### config.mk
export PLATFORM = sky130hd
export DESIGN_NAME = demux_pipe_flat
export DESIGN_NICKNAME = d
export VERILOG_FILES = /design/src/rtl/demux_pkg.sv /design/src/rtl/demux_pipe_if.sv /design/src/rtl/demux_out_reg.sv /design/src/rtl/demux_pipe.sv /design/src/flat_wrapper.sv
export SDC_FILE = /design/constraint.sdc
export NUM_CORES = 1
export LEC_CHECK = 0
export BUFFER_PORTS_ARGS = -buffer_cell sky130_fd_sc_hd__buf_4
export CORE_MARGIN = 8
export CORE_UTILIZATION = 50
export DETAILED_ROUTE_END_ITERATION = 7
export PLACE_DENSITY = 0.77
export SYNTH_ARGS = -nofsm -noshare
export SYNTH_HDL_FRONTEND = slang
export SYNTH_HIERARCHICAL = 1
export SYNTH_SLANG_ARGS = --single-unit
### constraint.sdc
create_clock -name clk -period 3.4 [get_ports clk]
set_input_delay 0.51 -clock clk [delete_from_list [all_inputs] [get_ports clk]]
set_output_delay 0.51 -clock clk [all_outputs]
set_load 0.1 [all_outputs]
### src/rtl/demux_pkg.sv
// demux_pkg: shared constants and types for the demux_pipe block.
//   DEMUX_WIDTH  default payload width
//   SEL_A/SEL_B  in_select encoding (1 = output A, 0 = output B)
//   COUNT_WIDTH  width of the optional delivery counters (DEMUX_STATS_EN)
//   slot_state_e state of a one-entry output register
package demux_pkg;

  localparam int unsigned DEMUX_WIDTH = 32;
  localparam logic        SEL_A       = 1'b1;
  localparam logic        SEL_B       = 1'b0;
  localparam int unsigned COUNT_WIDTH = 16;

  typedef enum logic {
    StEmpty = 1'b0,
    StFull  = 1'b1
  } slot_state_e;

endpackage

### src/rtl/demux_pipe_if.sv
// demux_pipe_if: handshake bundle for demux_pipe.
//   in_*  producer stream (data, select, valid / ready)
//   a_*   consumer A stream (data, valid / ready)
//   b_*   consumer B stream (data, valid / ready)
//   a_count/b_count delivery counters, present only with DEMUX_STATS_EN
// Modports: master = producer/consumer side, slave = demux_pipe.
interface demux_pipe_if
  import demux_pkg::*;
#(
  parameter int unsigned WIDTH = DEMUX_WIDTH
);

  logic [WIDTH-1:0] in_data;
  logic             in_select;
  logic             in_valid;
  logic             in_ready;
  logic [WIDTH-1:0] a_data;
  logic             a_valid;
  logic             a_ready;
  logic [WIDTH-1:0] b_data;
  logic             b_valid;
  logic             b_ready;
`ifdef DEMUX_STATS_EN
  logic [COUNT_WIDTH-1:0] a_count;
  logic [COUNT_WIDTH-1:0] b_count;
`endif

  modport master (
    output in_data, in_select, in_valid, a_ready, b_ready,
    input  in_ready, a_data, a_valid, b_data, b_valid
`ifdef DEMUX_STATS_EN
    , input a_count, b_count
`endif
  );

  modport slave (
    input  in_data, in_select, in_valid, a_ready, b_ready,
    output in_ready, a_data, a_valid, b_data, b_valid
`ifdef DEMUX_STATS_EN
    , output a_count, b_count
`endif
  );

endinterface

### src/rtl/demux_out_reg.sv
// demux_out_reg: one-entry output buffer (EMPTY/FULL) for one demux leg.
//   clk, rst_n   clock, asynchronous active-low reset
//   load_i       write load_data_i into the buffer this cycle
//   load_data_i  payload to store
//   ready_i      consumer takes data_o this cycle
//   valid_o      buffer holds an unconsumed payload
//   data_o       buffered payload (holds last value after drain)
//   slot_free_o  buffer can accept a load this cycle
//   count_o      saturating handshake count (DEMUX_STATS_EN only)
module demux_out_reg
  import demux_pkg::*;
#(
  parameter int unsigned WIDTH = DEMUX_WIDTH
) (
  input  logic             clk,
  input  logic             rst_n,
  input  logic             load_i,
  input  logic [WIDTH-1:0] load_data_i,
  input  logic             ready_i,
  output logic             valid_o,
  output logic [WIDTH-1:0] data_o,
  output logic             slot_free_o
`ifdef DEMUX_STATS_EN
  ,
  output logic [COUNT_WIDTH-1:0] count_o
`endif
);

  slot_state_e      state_q, state_d;
  logic [WIDTH-1:0] data_q, data_d;

  always_comb begin
    state_d = state_q;
    data_d  = data_q;
    // A load wins over a drain: simultaneous drain+load keeps the slot full.
    if (load_i) begin
      state_d = StFull;
      data_d  = load_data_i;
    end else if (state_q == StFull && ready_i) begin
      state_d = StEmpty;
    end
  end

  always_ff @(posedge clk or negedge rst_n) begin
    if (!rst_n) begin
      state_q <= StEmpty;
      data_q  <= '0;
    end else begin
      state_q <= state_d;
      data_q  <= data_d;
    end
  end

  assign valid_o     = (state_q == StFull);
  assign data_o      = data_q;
  // Free if empty, or if the current entry leaves this cycle.
  assign slot_free_o = (state_q == StEmpty) | ready_i;

`ifdef DEMUX_STATS_EN
  logic [COUNT_WIDTH-1:0] count_q, count_d;

  always_comb begin
    count_d = count_q;
    if (valid_o && ready_i && count_q != '1) begin
      count_d = count_q + COUNT_WIDTH'(1);
    end
  end

  always_ff @(posedge clk or negedge rst_n) begin
    if (!rst_n) begin
      count_q <= '0;
    end else begin
      count_q <= count_d;
    end
  end

  assign count_o = count_q;
`endif

endmodule

### src/rtl/demux_pipe.sv
// demux_pipe: registered 1-to-2 demultiplexer with one buffered entry per output.
//   clk, rst_n  clock, asynchronous active-low reset
//   bus         demux_pipe_if.slave: producer stream in, consumer streams A and B out
// Optional feature macro: DEMUX_STATS_EN adds saturating a_count/b_count
// delivery counters; without it the counters and their ports do not exist.
module demux_pipe
  import demux_pkg::*;
#(
  parameter int unsigned WIDTH = DEMUX_WIDTH
) (
  input  logic         clk,
  input  logic         rst_n,
  demux_pipe_if.slave  bus
);

  logic a_free, b_free;
  logic a_load, b_load;
  logic accept;

  // in_ready only looks at the selected leg, so a stalled B never blocks A.
  assign bus.in_ready = (bus.in_select == SEL_A) ? a_free : b_free;
  assign accept       = bus.in_valid & bus.in_ready;
  assign a_load       = accept & (bus.in_select == SEL_A);
  assign b_load       = accept & (bus.in_select == SEL_B);

  demux_out_reg #(
    .WIDTH (WIDTH)
  ) u_out_a (
    .clk         (clk),
    .rst_n       (rst_n),
    .load_i      (a_load),
    .load_data_i (bus.in_data),
    .ready_i     (bus.a_ready),
    .valid_o     (bus.a_valid),
    .data_o      (bus.a_data),
    .slot_free_o (a_free)
`ifdef DEMUX_STATS_EN
    ,
    .count_o     (bus.a_count)
`endif
  );

  demux_out_reg #(
    .WIDTH (WIDTH)
  ) u_out_b (
    .clk         (clk),
    .rst_n       (rst_n),
    .load_i      (b_load),
    .load_data_i (bus.in_data),
    .ready_i     (bus.b_ready),
    .valid_o     (bus.b_valid),
    .data_o      (bus.b_data),
    .slot_free_o (b_free)
`ifdef DEMUX_STATS_EN
    ,
    .count_o     (bus.b_count)
`endif
  );

endmodule

### src/flat_wrapper.sv
// flat-port wrapper written by rule: the top's interface ports become plain ports
module demux_pipe_flat import demux_pkg::*;
#(
  parameter int unsigned WIDTH = DEMUX_WIDTH
)
  (clk, rst_n, bus_in_data, bus_in_select, bus_in_valid, bus_a_ready, bus_b_ready, bus_in_ready, bus_a_data, bus_a_valid, bus_b_data, bus_b_valid);
  demux_pipe_if #(.WIDTH(WIDTH)) bus_i ();
  input  logic clk;
  input  logic rst_n;
  input wire logic [$bits(bus_i.in_data)-1:0] bus_in_data;
  input wire logic [$bits(bus_i.in_select)-1:0] bus_in_select;
  input wire logic [$bits(bus_i.in_valid)-1:0] bus_in_valid;
  input wire logic [$bits(bus_i.a_ready)-1:0] bus_a_ready;
  input wire logic [$bits(bus_i.b_ready)-1:0] bus_b_ready;
  output wire logic [$bits(bus_i.in_ready)-1:0] bus_in_ready;
  output wire logic [$bits(bus_i.a_data)-1:0] bus_a_data;
  output wire logic [$bits(bus_i.a_valid)-1:0] bus_a_valid;
  output wire logic [$bits(bus_i.b_data)-1:0] bus_b_data;
  output wire logic [$bits(bus_i.b_valid)-1:0] bus_b_valid;
  assign bus_i.in_data = bus_in_data;
  assign bus_i.in_select = bus_in_select;
  assign bus_i.in_valid = bus_in_valid;
  assign bus_i.a_ready = bus_a_ready;
  assign bus_i.b_ready = bus_b_ready;
  assign bus_in_ready = bus_i.in_ready;
  assign bus_a_data = bus_i.a_data;
  assign bus_a_valid = bus_i.a_valid;
  assign bus_b_data = bus_i.b_data;
  assign bus_b_valid = bus_i.b_valid;
  demux_pipe #(.WIDTH(WIDTH)) u_core (.clk(clk), .rst_n(rst_n), .bus(bus_i));
endmodule
==> results.sh, run 1 <==
export IMPL_drcViolationCount=0
export IMPL_slowest_stage="and3b_2"
export IMPL_grt_setup_unrepaired="false"
export IMPL_first_pass_iters=4
export IMPL_hold_class="input port to asynchronous set/reset pin"
export IMPL_cts_sinks=66
export IMPL_final_nets=291
export IMPL_insertion_delay_ns=0.32
export IMPL_fin_crit_ns=1.98
export IMPL_die_y_um=90.7
export IMPL_wirelength_um=6030
export IMPL_setup_viol=0
export IMPL_die_width_um=90.7
export IMPL_ys_seq_elements=66
export IMPL_fp_dieArea_sq_um=8230
export IMPL_via_per_inst=4.77
export IMPL_drive_gt1_share_pct=72.9
export IMPL_syn_area_per_cell_sq_um=19.2
export IMPL_multi_input_area_sq_um=996
export IMPL_fin_tns_setup_ns=0
export IMPL_switching_share_pct=46.1
export IMPL_ant_nets=0
export IMPL_synthArstFlopShare_pct=100
export IMPL_synth_most_common_cell="dfrtp_1"
export IMPL_worstPathMaxFanout=33
export IMPL_path_class="register to register"
export IMPL_critPathMaxStageDelay_ns=0.91
export IMPL_regArea_sq_um=1650
export IMPL_port_buffers=104
export IMPL_critPathBufInv=0
export IMPL_clock_skew_ns=0.00905
export IMPL_cts_tree="yes"
export IMPL_fmax_ghz=0.506
export IMPL_initial_core_util_pct=51.3
export IMPL_tightest_slew_ns=1.06
export IMPL_grt_pass1_vias=1829
export IMPL_netlist_top_cells_area="dfrtp_1 59%, mux2_4 32%, buf_12 4.3%"
export IMPL_crit_required_ns=3.60
export IMPL_synth_distinct_cells=8
export IMPL_critPathTopFamily="simple AND/OR/NAND/NOR gates"
export IMPL_hold_ws_ns=0.266
export IMPL_nFillCells=380
export IMPL_diodes=0
export IMPL_drv_slew=0
export IMPL_synth_warnings=6
export IMPL_internal_power_mw=1.92
export IMPL_coreArea_sq_um=5440
export IMPL_clockPowerShare_pct=24.9
export IMPL_yosysSeqAreaShare_pct=59.2
export IMPL_dr_first_iter_drc_count=36
export IMPL_crit_arrival_ns=2.18
export IMPL_seqPwrFrac_pct=28.6
export IMPL_cp_cell_sequence="nand2b_1, and3b_2, mux2_2"
export IMPL_cts_hold_buffers=0
export IMPL_cts_made_buffers=9
export IMPL_place_congestion=0.695
export IMPL_dpl_hpwl_um=4220
export IMPL_cap_violations=0
export IMPL_rows=27
export IMPL_powerDensity_nw_per_um2=934
export IMPL_clock_root_buffer="clkbuf_8"
export IMPL_grt_pass1_wl_um=10000
export IMPL_synth_edf_count=0
export IMPL_pin_count=105
export IMPL_hold_violations=0
export IMPL_cp_end_kind="register"
export IMPL_vdd_drop_max_mv=0.625
export IMPL_synthFlopType="dfrtp_1"
export IMPL_post_cts_setup_buffers=0
export IMPL_wire_per_inst_um=18.3
export IMPL_syn_inst=145
export IMPL_antenna_found_initial=0
export IMPL_path_clk_slew_ns=0.08
export IMPL_grt_max_degree=67
export IMPL_grt_ovfl_total=0
export IMPL_start_kind="register"
export IMPL_synth_top_cell_by_area="dfrtp_1"
export IMPL_status="complete, no violations"
export IMPL_leakage_nw=1.90
export IMPL_pwr_share_comb_pct=46.5
export IMPL_grt_util_all_layers_pct=15.0
export IMPL_finalCritPeriodShare_pct=58.2
export IMPL_synth_common_cells="66 x dfrtp_1, 59 x mux2_4, 6 x buf_12, 6 x mux2_2, 4 x nand2b_1"
export IMPL_h_tree_depth=3
export IMPL_cts_max_path_buffers=2
export IMPL_syn_area_sq_um=2790
export IMPL_area_delta_synth_final_pct=36.2
export IMPL_num_vias=1575
export IMPL_syn_num_nets=183
export IMPL_netlist_area_leader_share_pct=59.2
export IMPL_switchingPower_mw=1.64
export IMPL_slew_limit_headroom_pct=29.2
export IMPL_cts_resized=0
## cell usage in the layout (no fill, tap or decap), drive strengths merged
cell and n:
buf 105, dfrtp 66, mux2 65, clkbuf 10, bufinv 4, nand2b 4
inv 1, clkinvlp 1, and3 1, and3b 1
## through the flow
step	utilization, %	instance area, sq um	setup slack (ns)	power [mW]	cells
finish	69.9	3800	1.42	3.55	330
global route	69.9	3800	1.34	3.66	330
detailed placement	64.8	3530	1.22	2.69	314
CTS	69.9	3800	1.44	3.58	330
floorplan	-	2790	1.38	2.34	145
global placement	64.8	3530	1.26	2.68	314
## flip-flops by register name, summed over array words and instances (netlist names)
name and cells:
u_core/u_out_a/data_o 32, u_core/u_out_b/valid_o 1, u_core/u_out_b/data_o 32, u_core/u_out_a/valid_o 1
## worst reg2reg max path: stages (launching register included)
cell and delay (ns):
dfrtp_1 0.40, nand2b_1 0.11, and3b_2 0.91, mux2_2 0.45
## cell type report
type                    instances  share of cell area (%)
multi-input cells              71                    26.2
clock inverters                 6                    3.59
repair buffers                105                    20.7
clock buffers                  10                    3.62
well taps                      72                    2.37
flip-flops and latches         66                    43.5
## routing by layer
layer,wire length [um],share of wire (%),global-route usage (%)
met1,2640,44,18.5
met4,32,0.53,4.58
met3,447,7.4,5.49
met5,0,0,0
met2,2910,48,24.0
## kinds of logic after synthesis
logic type,share of synthesized area (%)
DFF,59.2
buffers and inverters,5.11
and+or+nand+nor,1.52
muxes,34.2
## path summary, 6_finish.rpt
kind,start,end,slack (ns),cells past startpoint
min in group clk,bus_in_data[18],u_core/u_out_a/data_o[18],0.42,2
hold / removal,rst_n,u_core/u_out_a/data_o[31],0.27,1
hold reg to reg,u_core/u_out_a/data_o[27],u_core/u_out_a/data_o[27],0.51,1
max in group asynchronous,rst_n,u_core/u_out_a/data_o[3],2.60,1
setup / recovery,u_core/u_out_b/valid_o,u_core/u_out_b/data_o[28],1.42,3
setup reg to reg,u_core/u_out_b/valid_o,u_core/u_out_b/data_o[28],1.42,3
## power by group through the flow
stage / Combinational [mW] / Sequential, mW / Clock, mW
detailed placement: 1.66 / 1.03 / 0
CTS: 1.66 / 1.02 / 0.895
global route: 1.69 / 1.04 / 0.935
finish: 1.65 / 1.02 / 0.884
floorplan: 0.269 / 2.07 / 0
global placement: 1.65 / 1.03 / 0
Power figures use the tool's default switching activity.
==> inputs of run 2 (changes only) <==
- ABC_AREA: not set -> 1
- CORE_UTILIZATION: 50 -> 48
- PLACE_DENSITY: 0.77 -> 0.75
- clock period: 3.4 -> 2.06 ns (I/O delays scaled with it)
==> run 2 against run 1 <==
  * Wire length grew 11%
  * Critical path type is now register to primary output
  * Worst setup slack lost 0.90 ns
  * Clock power grew 1%
  * Via count grew 37%
  * Flip-flop and latch count is the same
  * Largest power group unchanged
  * Register-to-register slack lost 0.79 ns
  * Worst hold slack lost 0.20 ns
  * Final cell count grew 41%
  * Core utilization shrank 4.6 points
==> results.sh, run 2 <==
export IMPL_syn_inst=287
export IMPL_drv_slew=0
export IMPL_syn_area_sq_um=2680
export IMPL_hold_class="input port to asynchronous set/reset pin"
export IMPL_setup_viol=0
export IMPL_syn_area_per_cell_sq_um=9.35
export IMPL_insertion_delay_ns=0.33
export IMPL_cts_max_path_buffers=2
export IMPL_path_class="register to primary output"
export IMPL_tightest_slew_ns=0.802
export IMPL_grt_util_all_layers_pct=17.0
export IMPL_pin_count=105
export IMPL_grt_max_degree=67
export IMPL_placed_area_sq_um=3390
export IMPL_syn_num_nets=325
export IMPL_synth_xor_area_share_pct=0
export IMPL_synthArstFlopShare_pct=100
export IMPL_crit_top_cell="nand2_1"
export IMPL_cts_sinks=66
export IMPL_grt_ovfl_total=0
export IMPL_fp_dieArea_sq_um=8240
export IMPL_place_congestion=0.725
export IMPL_synth_edf_count=0
export IMPL_drcViolationCount=0
export IMPL_cp_end_kind="primary output"
export IMPL_crit_required_ns=1.75
export IMPL_fmax_ghz=0.651
export IMPL_status="complete, no violations"
export IMPL_synth_distinct_cells=10
export IMPL_path_clk_slew_ns=0.07
export IMPL_cts_made_buffers=9
export IMPL_leakage_nw=2.04
export IMPL_synth_most_common_cell="nand2_1"
export IMPL_cp_cell_sequence="nand2_1, nand2_1, nand2_1, buf_4"
export IMPL_final_nets=429
export IMPL_fin_tns_setup_ns=0
export IMPL_cts_hold_buffers=0
export IMPL_synth_simple_gate_area_share_pct=30.0
export IMPL_grt_pass1_wl_um=11400
export IMPL_final_cell_mix="180 x nand2_1, 107 x buf_4, 66 x dfrtp_1, 19 x nand2_2, 10 x clkbuf_8"
export IMPL_diodes=0
export IMPL_synth_adder_area_share_pct=0
export IMPL_post_cts_setup_buffers=0
export IMPL_via_per_inst=4.62
export IMPL_num_vias=2153
export IMPL_drive_gt1_share_pct=36.5
export IMPL_powerDensity_nw_per_um2=1350
export IMPL_dpl_hpwl_um=4810
export IMPL_synth_warnings=6
export IMPL_area_delta_synth_final_pct=32.2
export IMPL_yosysSeqAreaShare_pct=61.5
export IMPL_die_width_um=90.8
export IMPL_wirelength_um=6680
export IMPL_layout_commonest_cell="nand2_1"
export IMPL_die_y_um=90.8
export IMPL_dr_first_iter_drc_count=88
export IMPL_coreArea_sq_um=5440
export IMPL_ys_seq_elements=66
export IMPL_ant_nets=0
export IMPL_rows=27
export IMPL_synthFlopType="dfrtp_1"
export IMPL_cts_tree="yes"
export IMPL_synth_top_cell_by_area="dfrtp_1"
export IMPL_vdd_drop_max_mv=0.658
export IMPL_fin_crit_ns=1.54
export IMPL_synth_top_family_by_area="simple AND/OR/NAND/NOR gates"
export IMPL_netlist_area_leader_share_pct=61.5
export IMPL_finalInstanceArea_sq_um=3550
export IMPL_worstPathMaxFanout=2
export IMPL_clock_root_buffer="clkbuf_8"
export IMPL_port_buffers=104
export IMPL_finalCritPeriodShare_pct=74.6
export IMPL_netlist_top_cells_area="dfrtp_1 62%, nand2_1 25%, nand2_2 4.4%"
export IMPL_nFillCells=458
export IMPL_synth_common_cells="180 x nand2_1, 66 x dfrtp_1, 19 x nand2_2"
export IMPL_antenna_found_initial=0
export IMPL_start_kind="register"
export IMPL_hold_ws_ns=0.0660
export IMPL_cap_violations=0
export IMPL_slowest_stage="dfrtp_1"
export IMPL_initial_core_util_pct=49.3
export IMPL_critPathMaxStageDelay_ns=0.38
export IMPL_synthMuxAreaShare_pct=0
export IMPL_grt_pass1_vias=2340
export IMPL_wire_per_inst_um=14.3
export IMPL_cts_resized=0
export IMPL_first_pass_iters=4
export IMPL_crit_arrival_ns=1.23
export IMPL_clock_skew_ns=0.00389
export IMPL_h_tree_depth=3
export IMPL_synth_compound_area_share_pct=0
export IMPL_hold_violations=0
export IMPL_slew_limit_headroom_pct=46.5
export IMPL_grt_setup_unrepaired="false"
[run 2: changes by cell type in the layout (fill, tap and decap cells not counted), sizes merged, moves of 4 or more]
cell,change
nand2,+199
clkinv,+4
bufinv,-4
inv,+5
mux2,-65
nand2b,-4
[run 2: path summary, 6_finish.rpt]
check | end | slack (ns) | cells past startpoint | startpoint
worst min register to register | u_core/u_out_a/data_o[2] | 0.47 | 2 | u_core/u_out_a/data_o[2]
worst min-delay path | u_core/u_out_b/data_o[26] | 0.07 | 1 | rst_n
worst max-delay path | bus_in_ready | 0.52 | 4 | u_core/u_out_a/valid_o
min in group clk | u_core/u_out_a/data_o[7] | 0.19 | 3 | bus_in_data[7]
worst max register to register | u_core/u_out_a/data_o[31] | 0.63 | 7 | u_core/u_out_a/valid_o
max in group asynchronous | u_core/u_out_b/data_o[12] | 1.47 | 1 | rst_n
[run 2: critical path: cells and delay by family (launching register included)]
family                 cells  cell delay (ns)
DFF                        1             0.38
and+or+nand+nor            3             0.24
buffers and inverters      1             0.28
[run 2: per-layer routing]
| metal | GRT usage [%] | vias to the layer above | part of all wire (%) |
|---|---|---|---|
| met5 | 0 | - | 0 |
| met4 | 7.78 | 0 | 1.4 |
| met3 | 6.48 | 9 | 8.7 |
| met2 | 27.7 | 78 | 49 |
| met1 | 19.2 | 1012 | 41 |
| li1 | - | 1054 | - |
[run 2: final cells by class]
| cell class | instances | area, sq um | area share [%] |
|---|---|---|---|
| sequential | 66 | 1650 | 46.6 |
| clock buffer | 10 | 138 | 3.88 |
| multi-input combinational | 201 | 807 | 22.8 |
| inverter | 6 | 37.5 | 1.06 |
| tap | 72 | 90.1 | 2.54 |
| clock inverter | 4 | 20.0 | 0.564 |
| timing repair buffer | 107 | 803 | 22.6 |
[run 2: power breakdown]
part / total, mW / internal (mW) / switching, mW
Clock: 0.895 / 0.447 / 0.448
Combinational: 2.25 / 0.405 / 1.85
Sequential: 1.63 / 1.50 / 0.131
[run 2: cells by family (layout without fill, tap and decap cells)]
group | after synthesis | count (layout)
buf+inv | 20 | 127
flops | 66 | 66
simple gates | 201 | 201
[run 2: metrics by stage]
| step | worst slack, ns | instances | power, mW | utilization (%) |
|---|---|---|---|---|
| final | 0.523 | 466 | 4.78 | 65.2 |
| after global routing | 0.469 | 466 | 4.97 | 65.2 |
| after CTS | 0.507 | 466 | 4.83 | 65.2 |
| after detailed placement | 0.625 | 452 | 3.92 | 62.3 |
| after global placement | 0.657 | 452 | 3.90 | 62.3 |
| after floorplan | 0.0150 | 287 | 3.41 | - |
==> inputs of run 3 (changes only) <==
- CORE_UTILIZATION: 48 -> 43
- PLACE_DENSITY: 0.75 -> 0.71
- clock period: 2.06 -> 1.41 ns (I/O delays scaled with it)
==> run 3 against run 2 <==
  * The run now ends with setup timing left
  * Critical endpoint unchanged
  * Largest cell class unchanged
  * Register-to-register slack got worse by 0.54 ns
  * First-iteration DRC count fell by 36%
  * Die area increased by 9.5%
  * Clock skew increased by 0.0064 ns
==> results.sh, run 3 (synthesized netlist as in run 2, its figures left out) <==
export IMPL_worstPathMaxFanout=2
export IMPL_fmax_ghz=0.706
export IMPL_drive_gt1_share_pct=38.5
export IMPL_fin_crit_ns=1.42
export IMPL_hold_violations=0
export IMPL_grt_max_degree=67
export IMPL_diodes=0
export IMPL_powerDensity_nw_per_um2=1930
export IMPL_multi_input_area_sq_um=852
export IMPL_finalCritPeriodShare_pct=100
export IMPL_grt_pass1_vias=2318
export IMPL_final_cell_mix="176 x nand2_1, 108 x buf_4, 64 x dfrtp_1, 18 x nand2_2, 11 x clkbuf_8"
export IMPL_violations="setup timing"
export IMPL_crit_arrival_ns=1.20
export IMPL_hold_start="bus_in_data[24]"
export IMPL_num_vias=2148
export IMPL_reg2reg_from="u_core/u_out_b/valid_o"
export IMPL_cp_cell_sequence="nand2_4, nand2_4, nand2_4, buf_12"
export IMPL_layout_setup_ws_ns=-0.00569
export IMPL_rrSetupSlack_ns=0.09
export IMPL_path_class="register to primary output"
export IMPL_nFillCells=520
export IMPL_regArea_sq_um=1660
export IMPL_coreArea_sq_um=5990
export IMPL_slowest_stage="dfrtp_4"
export IMPL_crit_top_cell="nand2_4"
export IMPL_clock_root_buffer="clkbuf_8"
export IMPL_seqPwrFrac_pct=33.5
export IMPL_hold_ws_ns=0.0928
export IMPL_internal_power_mw=3.54
export IMPL_fp_dieArea_sq_um=9030
export IMPL_path_clk_slew_ns=0.07
export IMPL_via_per_inst=4.52
export IMPL_switching_share_pct=50.3
export IMPL_vdd_drop_max_mv=1.02
export IMPL_first_pass_iters=5
export IMPL_cts_sinks=66
export IMPL_finish_utilization_pct=61.7
export IMPL_critPathMaxStageDelay_ns=0.49
export IMPL_cap_violations=0
export IMPL_h_tree_depth=3
export IMPL_slew_limit_headroom_pct=76.1
export IMPL_clock_skew_ns=0.0103
export IMPL_leakage_nw=2.10
export IMPL_hold_class="input port to register"
export IMPL_r2r_end="u_core/u_out_b/data_o[19]"
export IMPL_switchingPower_mw=3.57
export IMPL_antenna_found_initial=0
export IMPL_rows=28
export IMPL_status="complete, but fails checks"
export IMPL_dr_first_iter_drc_count=56
export IMPL_min_to="u_core/u_out_b/data_o[24]"
export IMPL_wire_per_inst_um=14.4
export IMPL_drv_slew=0
export IMPL_reg2reg_depth=6
export IMPL_drcViolationCount=0
export IMPL_crit_required_ns=1.20
export IMPL_grt_util_all_layers_pct=15.8
export IMPL_grt_setup_unrepaired="true"
export IMPL_cts_tree="yes"
export IMPL_insertion_delay_ns=0.33
export IMPL_area_delta_synth_final_pct=37.6
export IMPL_cts_made_buffers=9
export IMPL_fin_tns_setup_ns=-0.00569
export IMPL_min_delay_path_depth=3
export IMPL_initial_core_util_pct=44.8
export IMPL_cts_max_path_buffers=2
export IMPL_place_congestion=0.786
export IMPL_cp_end_kind="primary output"
export IMPL_wirelength_um=6830
export IMPL_setup_viol=1
export IMPL_clockPowerShare_pct=19.5
export IMPL_ant_nets=0
export IMPL_start_kind="register"
export IMPL_final_nets=434
export IMPL_pin_count=105
export IMPL_dpl_hpwl_um=4940
export IMPL_tightest_slew_ns=0.358
export IMPL_die_y_um=95
export IMPL_die_width_um=95
export IMPL_pwr_share_comb_pct=47.1
export IMPL_layout_commonest_cell="nand2_1"
export IMPL_grt_pass1_wl_um=11100
export IMPL_port_buffers=104
export IMPL_grt_ovfl_total=0
==> run 3: routing by layer <==
metal / vias up / share of wire, % / GRT usage (%)
li1: 1068 / - / -
met1: 1008 / 40 / 17.4
met2: 64 / 47 / 26.1
met3: 8 / 11 / 7.62
met4: 0 / 1.3 / 5.85
met5: - / 0 / 0
==> run 3: area by class of cell <==
| class | count | share of cell area (%) |
|---|---|---|
| Timing Repair Buffer | 112 | 23.8 |
| Multi-Input combinational cell | 201 | 23.1 |
| Clock buffer | 12 | 4.20 |
| Clock inverter | 3 | 0.407 |
| Sequential cell | 66 | 44.9 |
| Inverter | 6 | 1.02 |
| Tap cell | 75 | 2.54 |
==> run 3: metrics by stage <==
stage               cell area [sq um]  std cells  worst slack (ns)  power (mW)
floorplan                        2700        287          -0.00228        4.99
global placement                 3460        458             0.116        5.73
detailed placement               3460        458            0.0606        5.76
CTS                              3680        475           -0.0176        7.18
global route                     3690        475           -0.0411        7.39
finish                           3690        475          -0.00569        7.11
==> run 3: power groups by stage <==
stage	registers, mW	clock network [mW]	logic (mW)
6_report	2.38	1.38	3.35
3_3_place_gp	2.41	0	3.32
3_5_place_dp	2.41	0	3.35
2_1_floorplan	4.59	0	0.403
4_1_cts	2.38	1.42	3.37
5_1_grt	2.42	1.50	3.47
==> run 3: worst max-delay path by stage <==
stage | start | endpoint | slack [ns] | depth (start not counted)
after floorplan | u_core/u_out_a/valid_o | u_core/u_out_a/data_o[18] | -0.002 | 8
after global placement | u_core/u_out_b/valid_o | u_core/u_out_b/data_o[26] | 0.12 | 6
after detailed placement | u_core/u_out_a/valid_o | u_core/u_out_a/data_o[17] | 0.06 | 7
after CTS | u_core/u_out_b/valid_o | bus_in_ready | -0.02 | 4
after global routing | u_core/u_out_b/valid_o | bus_in_ready | -0.04 | 4
final | u_core/u_out_a/valid_o | bus_in_ready | -0.006 | 4
==> run 3: worst max-delay path: cells and delay by family (launching register included) <==
kind	cells	cell delay, ns
flops	1	0.49
simple gates	3	0.21
buf+inv	1	0.16
==> run 3: repair_timing <==
item	4_1_cts	5_1_grt
endpoints found under the setup margin	1	32
pin swaps	3	3
endpoints found under the hold margin	66	0
hold buffers	1	0
resized for setup	7	2
buffers inserted	1	0
